### src/rtl/vctrl_sequencer.sv
// Registered RV64IV decode stage: decodes scalar and vector instruction classes
// and expands each vector instruction into one micro-op per LMUL group register.
module vctrl_sequencer #(
    parameter bit          ENABLE_V      = 1'b1,
    parameter int unsigned MAX_LMUL_LOG2 = 3,
    parameter int unsigned IDX_W         = 3
) (
    input  logic             clk,
    input  logic             rst,
    input  logic             flush,
    input  logic             in_valid,
    output logic             in_ready,
    input  logic [31:0]      instr,
    input  logic [2:0]       vlmul,
    output logic             out_valid,
    input  logic             out_ready,
    output logic             jmp,
    output logic             branch,
    output logic             memread,
    output logic             memtoreg,
    output logic             memwrite,
    output logic             alusrc,
    output logic             regwrite,
    output logic             regdst,
    output logic             jalr,
    output logic [1:0]       aluop,
    output logic [2:0]       sign_select,
    output logic             vec,
    output logic             vwrite,
    output logic [4:0]       rd_o,
    output logic [4:0]       rs1_o,
    output logic [4:0]       rs2_o,
    output logic [IDX_W-1:0] uop_idx,
    output logic             uop_last,
    output logic             illegal
);

    localparam logic [6:0] OP_R      = 7'b0110011;
    localparam logic [6:0] OP_IMM    = 7'b0010011;
    localparam logic [6:0] OP_LOAD   = 7'b0000011;
    localparam logic [6:0] OP_JALR   = 7'b1100111;
    localparam logic [6:0] OP_BRANCH = 7'b1100011;
    localparam logic [6:0] OP_STORE  = 7'b0100011;
    localparam logic [6:0] OP_JAL    = 7'b1101111;
    localparam logic [6:0] OP_V      = 7'b1010111;
    localparam logic [6:0] OP_VL     = 7'b0000111;
    localparam logic [6:0] OP_VS     = 7'b0100111;
    localparam logic [1:0] MAX_GLOG  = 2'(MAX_LMUL_LOG2);

    typedef enum logic {IDLE, ISSUE} state_t;

    typedef struct packed {
        logic       jmp;
        logic       branch;
        logic       memread;
        logic       memtoreg;
        logic       memwrite;
        logic       alusrc;
        logic       regwrite;
        logic       regdst;
        logic       jalr;
        logic [1:0] aluop;
        logic [2:0] sign_select;
        logic       vec;
        logic       vwrite;
        logic       illegal;
    } ctrl_t;

    logic [6:0] opcode;
    logic [2:0] funct3;
    logic [4:0] rd_f, rs1_f, rs2_f;
    logic       mem_width_ok;
    logic       unused_bits;

    assign opcode       = instr[6:0];
    assign rd_f         = instr[11:7];
    assign funct3       = instr[14:12];
    assign rs1_f        = instr[19:15];
    assign rs2_f        = instr[24:20];
    assign mem_width_ok = (funct3 == 3'b000) || (funct3[2] && (funct3 != 3'b100));
    assign unused_bits  = &{1'b0, instr[31:25]};

    state_t           state_q, state_d;
    ctrl_t            dec, ctrl_q, ctrl_d;
    logic [2:0]       dec_off, off_q, off_d;   // {rd, rs1, rs2} gets group offset
    logic [1:0]       dec_glog;
    logic             dec_vgrp, dec_bad;
    logic [4:0]       align_mask;
    logic [IDX_W-1:0] dec_last_idx;
    logic             valid_q, valid_d, last_q, last_d;
    logic [IDX_W-1:0] idx_q, idx_d, last_idx_q, last_idx_d, idx_inc;
    logic [4:0]       base_rd_q, base_rs1_q, base_rs2_q;
    logic [4:0]       base_rd_d, base_rs1_d, base_rs2_d;
    logic [4:0]       rd_q, rs1_q, rs2_q, rd_d, rs1_d, rs2_d;
    logic             accept, consume;

    assign in_ready = !rst && !flush && (state_q == IDLE) && (!valid_q || (out_ready && last_q));
    assign accept   = in_valid && in_ready;
    assign consume  = valid_q && out_ready;

    // Instruction decode: control bundle, group size, offset fields, legality
    always_comb begin
        dec        = '0;
        dec_off    = '0;
        dec_glog   = '0;
        dec_vgrp   = 1'b0;
        dec_bad    = 1'b0;
        align_mask = '0;
        case (opcode)
            OP_R:      begin dec.regwrite = 1'b1; dec.aluop = 2'b10; end
            OP_IMM:    begin dec.alusrc = 1'b1; dec.regwrite = 1'b1; dec.aluop = 2'b11; end
            OP_LOAD:   begin dec.memread = 1'b1; dec.memtoreg = 1'b1; dec.alusrc = 1'b1; dec.regwrite = 1'b1; end
            OP_JALR:   begin dec.alusrc = 1'b1; dec.regwrite = 1'b1; dec.jalr = 1'b1; end
            OP_BRANCH: begin dec.branch = 1'b1; dec.aluop = 2'b01; dec.sign_select = 3'b011; end
            OP_STORE:  begin dec.memwrite = 1'b1; dec.alusrc = 1'b1; dec.regdst = 1'b1; dec.sign_select = 3'b001; end
            OP_JAL:    begin dec.jmp = 1'b1; dec.regwrite = 1'b1; end
            OP_V: begin
                if (!ENABLE_V) begin
                    dec_bad = 1'b1;
                end else if (funct3 == 3'b111) begin
                    dec.regwrite = 1'b1;
                    dec.aluop    = 2'b11;
                end else begin
                    dec.vec    = 1'b1;
                    dec.vwrite = 1'b1;
                    dec.aluop  = 2'b10;
                    dec.alusrc = (funct3 == 3'b011) || (funct3 == 3'b100);
                    dec_off    = {1'b1, (funct3 <= 3'b010), 1'b1};
                    dec_vgrp   = 1'b1;
                end
            end
            OP_VL: begin
                if (!ENABLE_V || !mem_width_ok) begin
                    dec_bad = 1'b1;
                end else begin
                    dec.vec      = 1'b1;
                    dec.memread  = 1'b1;
                    dec.memtoreg = 1'b1;
                    dec.vwrite   = 1'b1;
                    dec.alusrc   = 1'b1;
                    dec_off      = 3'b100;
                    dec_vgrp     = 1'b1;
                end
            end
            OP_VS: begin
                if (!ENABLE_V || !mem_width_ok) begin
                    dec_bad = 1'b1;
                end else begin
                    dec.vec         = 1'b1;
                    dec.memwrite    = 1'b1;
                    dec.regdst      = 1'b1;
                    dec.alusrc      = 1'b1;
                    dec.sign_select = 3'b001;
                    dec_off         = 3'b100;
                    dec_vgrp        = 1'b1;
                end
            end
            default: dec_bad = 1'b1;
        endcase
        if (dec_vgrp) begin
            if (vlmul == 3'b100) begin
                dec_bad = 1'b1;
            end else if (!vlmul[2]) begin
                dec_glog = (vlmul[1:0] > MAX_GLOG) ? MAX_GLOG : vlmul[1:0];
            end
        end
        // Offset fields must be group-aligned so the 5-bit adds never wrap
        align_mask = (5'd1 << dec_glog) - 5'd1;
        if ((dec_off[2] && ((rd_f & align_mask) != 5'd0)) ||
            (dec_off[1] && ((rs1_f & align_mask) != 5'd0)) ||
            (dec_off[0] && ((rs2_f & align_mask) != 5'd0))) begin
            dec_bad = 1'b1;
        end
        if (dec_bad) begin
            dec         = '0;
            dec.illegal = 1'b1;
            dec_off     = '0;
            dec_glog    = '0;
        end
    end

    assign dec_last_idx = IDX_W'((4'd1 << dec_glog) - 4'd1);
    assign idx_inc      = idx_q + IDX_W'(1);

    // Next-state and next-uop computation
    always_comb begin
        state_d    = state_q;
        valid_d    = valid_q;
        ctrl_d     = ctrl_q;
        idx_d      = idx_q;
        last_idx_d = last_idx_q;
        last_d     = last_q;
        off_d      = off_q;
        base_rd_d  = base_rd_q;
        base_rs1_d = base_rs1_q;
        base_rs2_d = base_rs2_q;
        rd_d       = rd_q;
        rs1_d      = rs1_q;
        rs2_d      = rs2_q;
        if (flush) begin
            state_d    = IDLE;
            valid_d    = 1'b0;
            ctrl_d     = '0;
            idx_d      = '0;
            last_idx_d = '0;
            last_d     = 1'b0;
            off_d      = '0;
            base_rd_d  = '0;
            base_rs1_d = '0;
            base_rs2_d = '0;
            rd_d       = '0;
            rs1_d      = '0;
            rs2_d      = '0;
        end else if (accept) begin
            state_d    = (dec_glog != 2'd0) ? ISSUE : IDLE;
            valid_d    = 1'b1;
            ctrl_d     = dec;
            idx_d      = '0;
            last_idx_d = dec_last_idx;
            last_d     = (dec_glog == 2'd0);
            off_d      = dec_off;
            base_rd_d  = rd_f;
            base_rs1_d = rs1_f;
            base_rs2_d = rs2_f;
            rd_d       = rd_f;
            rs1_d      = rs1_f;
            rs2_d      = rs2_f;
        end else if (consume) begin
            if (last_q) begin
                valid_d = 1'b0;
                state_d = IDLE;
            end else begin
                idx_d  = idx_inc;
                last_d = (idx_inc == last_idx_q);
                rd_d   = base_rd_q  + (off_q[2] ? 5'(idx_inc) : 5'd0);
                rs1_d  = base_rs1_q + (off_q[1] ? 5'(idx_inc) : 5'd0);
                rs2_d  = base_rs2_q + (off_q[0] ? 5'(idx_inc) : 5'd0);
            end
        end
    end

    // State register
    always_ff @(posedge clk) begin
        if (rst) state_q <= IDLE;
        else     state_q <= state_d;
    end

    // Uop output and group-tracking registers
    always_ff @(posedge clk) begin
        if (rst) begin
            valid_q    <= 1'b0;
            ctrl_q     <= '0;
            idx_q      <= '0;
            last_idx_q <= '0;
            last_q     <= 1'b0;
            off_q      <= '0;
            base_rd_q  <= '0;
            base_rs1_q <= '0;
            base_rs2_q <= '0;
            rd_q       <= '0;
            rs1_q      <= '0;
            rs2_q      <= '0;
        end else begin
            valid_q    <= valid_d;
            ctrl_q     <= ctrl_d;
            idx_q      <= idx_d;
            last_idx_q <= last_idx_d;
            last_q     <= last_d;
            off_q      <= off_d;
            base_rd_q  <= base_rd_d;
            base_rs1_q <= base_rs1_d;
            base_rs2_q <= base_rs2_d;
            rd_q       <= rd_d;
            rs1_q      <= rs1_d;
            rs2_q      <= rs2_d;
        end
    end

    assign out_valid   = valid_q;
    assign jmp         = ctrl_q.jmp;
    assign branch      = ctrl_q.branch;
    assign memread     = ctrl_q.memread;
    assign memtoreg    = ctrl_q.memtoreg;
    assign memwrite    = ctrl_q.memwrite;
    assign alusrc      = ctrl_q.alusrc;
    assign regwrite    = ctrl_q.regwrite;
    assign regdst      = ctrl_q.regdst;
    assign jalr        = ctrl_q.jalr;
    assign aluop       = ctrl_q.aluop;
    assign sign_select = ctrl_q.sign_select;
    assign vec         = ctrl_q.vec;
    assign vwrite      = ctrl_q.vwrite;
    assign illegal     = ctrl_q.illegal;
    assign rd_o        = rd_q;
    assign rs1_o       = rs1_q;
    assign rs2_o       = rs2_q;
    assign uop_idx     = idx_q;
    assign uop_last    = last_q;

endmodule

### config.mk
export PLATFORM = sky130hd
export DESIGN_NAME = vctrl_sequencer
export DESIGN_NICKNAME = d
export VERILOG_FILES = /design/src/rtl/vctrl_sequencer.sv
export SDC_FILE = /design/constraint.sdc
export NUM_CORES = 1
export LEC_CHECK = 0
export CAP_MARGIN = 5
export CORE_MARGIN = 5
export CORE_UTILIZATION = 53
export CTS_BUF_LIST = sky130_fd_sc_hd__clkbuf_16
export DETAILED_ROUTE_END_ITERATION = 12
export GPL_ROUTABILITY_DRIVEN = 1
export PLACE_DENSITY = 0.85
export SETUP_SLACK_MARGIN = 0.1
export SYNTH_ARGS = -nofsm -noshare
export SYNTH_HDL_FRONTEND = slang
export SYNTH_SLANG_ARGS = --single-unit
### constraint.sdc
create_clock -name clk -period 8.8 [get_ports clk]
set_input_delay 1.32 -clock clk [delete_from_list [all_inputs] [get_ports clk]]
set_output_delay 1.32 -clock clk [all_outputs]
set_load 0.005 [all_outputs]
==> impl_results.md <==
- Status: completed
- Syn_nets: between 400 and 500
- I/O pins: 78
- Antenna-violating nets left: 0
- Ys async rst share: 0%
- GRT Max-Usage Layer: met2
- Initial Util: between 50 and 60%
- Setup bufs post-CTS: 0
- Worst EP required: about 9 ns
- Flop and latch count out of synthesis: 54
- Tot GR Track Use: 21.25%
- Core area: roughly 5600 sq um
- Main flop type after synthesis: dfxtp_1
- M2 GR Usage: roughly 36%
- Ys Warns: 0
- Count of cell types in the netlist: 56
- Max-Cap Viols: 0
- Rel. slew slack: a little under a third
- Number of H-tree levels: 2
- Power per cell area: about 130 nW/um^2
- TritonCTS clock tree: yes
- Leakage Power: 1.422 nW
- Final WL: roughly 7800 microns
- WHS: about 0.45 ns
- Row Count: 27
- CTS Buffer Depth: 2
- Fmax: 0.2236 GHz
- Largest net degree at the start of global routing: 36
- Layout area overhead: 26.66%
- Final Cell Area: between 3000 and 4000 sq um
- Total number of vias: ~2900
- Initial antenna violation count: 0
- Dpl cell area: about 3800 sq um
- Clk sinks: 54
- Root Driver: clkbuf_16
- # resized after CTS: 0
- Number of remaining DRC errors: 0
- GRT overflow: 0
- Met1 Track Usage GR: a little over a quarter
- Final Setup Violations: 0
- Worst slack, placed: slightly above 4 ns
- Layout cell share with drive strength beyond 1: between 5 and 6%
- PortBufs: 69
- Clock slew at reported path FFs: 0.07 ns
- Setup WS post-layout: around 4.3 ns
- Final Slew Violations: 0
- Final worst-path cycle share: between 50% and 60%
- RSZ-0062 raised after global routing: false
- Nets@finish: 480
- Cts bufs inserted: 5
- Hold/Removal Path Class: flop to flop
- Post-Syn Instances: 371
- Post-route setup TNS: 0 ns
- Final clock skew: between 0.003 and 0.004 ns
- Critical path peak fanout: 12
- Slew at the pin closest to its max-slew limit: approximately 1.0 ns
- First-pass GRT wire length: between 10000 and 15000 microns
- Detailed-route wire length per cell: between 15 and 20 microns
- M3 GR Usage: 3.170%
- Area of the die: between 7000 and 8000 sq um
- Width of the die: between 80 and 90 microns
- Detail Placement HPWL: around 5800 microns
- Initial DRT Pass Iterations: 4
- Die Height: roughly 86 microns
- Worst path arrival time: 4.67 ns
- Minimum clock period: roughly 4.5 ns
- Crit path kind: input port to flop
- GPL Wtd Cong: roughly 0.9
- Crit. End Element: flop
- Vias in the first global route: about 2800
- Worst vdd ir: 0.00007771 V
- Crit start category: input port
- Post-synthesis average cell area: approximately 8.3 sq um
- Vias per cell: 5.793
- 1st-iter DRT viols: a little under 200
- Worst skew pair latency: between 0.2 and 0.3 ns
- Register area share after synthesis: 35.16%
- Final Hold Fails: 0
- Area of the mapped netlist: 3074 sq um
- Diode count: 0
- Post-synth EDFFs: 0
- Hold buffers post-CTS: 0
-- state kept, by name, indices dropped and copies added (netlist names), 2 cells and up --
name / flops
base_rd_q: 5
rd_o: 5
rs2_o: 5
rs1_o: 5
base_rs2_q: 5
aluop: 2
base_rs1_q: 5
off_q: 2
uop_idx: 3
last_idx_q: 3
-- worst max-delay path, stage by stage --
cell and delay (ns):
clkdlybuf4s50_1 0.77, nand2_1 0.32, o32a_4 0.41, nor3_1 0.20
nand3b_1 0.11, ha_1 0.26, a32o_1 0.29, o311ai_4 0.29
nand4_1 0.36, o31ai_1 0.35
-- power breakdown --
group,internal (W),switching [W]
logic,0.0000328,0.0000384
clock network,0.000104,0.0000869
registers,0.000250,0.00000396
total,0.000387,0.000129
-- cells in the mapped netlist (all sizes together), types with 7 or more instances --
| library cell | instances | area, sq um |
|---|---|---|
| inv | 13 | 48.80 |
| a21oi | 36 | 180.2 |
| o31ai | 7 | 52.55 |
| nand3 | 10 | 50.05 |
| clkbuf | 13 | 48.80 |
| a31oi | 8 | 71.32 |
| nor2b | 9 | 56.30 |
| buf | 12 | 76.32 |
| nor2 | 16 | 60.06 |
| dfxtp | 54 | 1081 |
| o21ai | 18 | 90.08 |
| ha | 12 | 150.1 |
| nand2 | 77 | 289.0 |
| xnor2 | 11 | 96.34 |
-- metal layers --
metal	up-vias	routed length [microns]
met5	-	0
met4	0	150
met3	15	567
met2	107	3817
met1	1346	3296
li1	1417	-
-- stage by stage --
step / std cells / util, % / total power (W)
after floorplan: 371 / - / 0.0002962
after global placement: 490 / 67.32 / 0.0003284
after detailed placement: 490 / 67.32 / 0.0003299
after CTS: 498 / 69.85 / 0.0005200
after global routing: 498 / 69.85 / 0.0005361
final: 498 / 69.85 / 0.0005158
-- worst paths after layout --
path / endpoint / start / slack [ns] / cells after the start
worst max-delay path: vwrite$_SDFFE_PP0P_ / instr[4] / 4.33 / 10
worst max register to register: rs1_o[4]$_SDFFE_PP0P_ / uop_idx[0]$_SDFFE_PP0P_ / 6.39 / 9
worst min-delay path: jmp$_SDFFE_PP0P_ / jmp$_SDFFE_PP0P_ / 0.45 / 2
worst min register to register: jmp$_SDFFE_PP0P_ / jmp$_SDFFE_PP0P_ / 0.45 / 2
-- logic make-up after synthesis --
family	after synthesis	share of synthesized area (%)
AO/OA/AOI/OAI	103	24.91
XOR/XNOR	15	4.273
adder cells (fa/ha/maj)	15	6.838
buffers and inverters	38	5.657
flip-flops	54	35.16
multiplexers	2	0.7325
other	1	0.1220
AND/OR/NAND/NOR	143	22.30
-- layout by cell type (no fill, tap or decap), drive strengths merged, types with 5 or more instances in the layout --
cell,netlist,layout
a21oi,36,36
a31oi,8,8
a32o,5,5
and2,5,5
clkbuf,13,5
clkdlybuf4s50,0,69
dfxtp,54,54
ha,12,12
inv,13,13
nand2,77,77
nand3,10,10
nor2,16,16
nor2b,9,9
o21ai,18,18
o31ai,7,7
xnor2,11,11
-- layout make-up --
cell class	count	area, sq um
repair buffers	72	713.2
multi-input cells	279	1819
clock buffers	5	125.1
fillers	442	1680
clock inverters	3	16.27
flip-flops and latches	54	1081
inverters	13	48.80
well taps	72	90.09
Note: power is estimated with default switching activity, not from simulation.
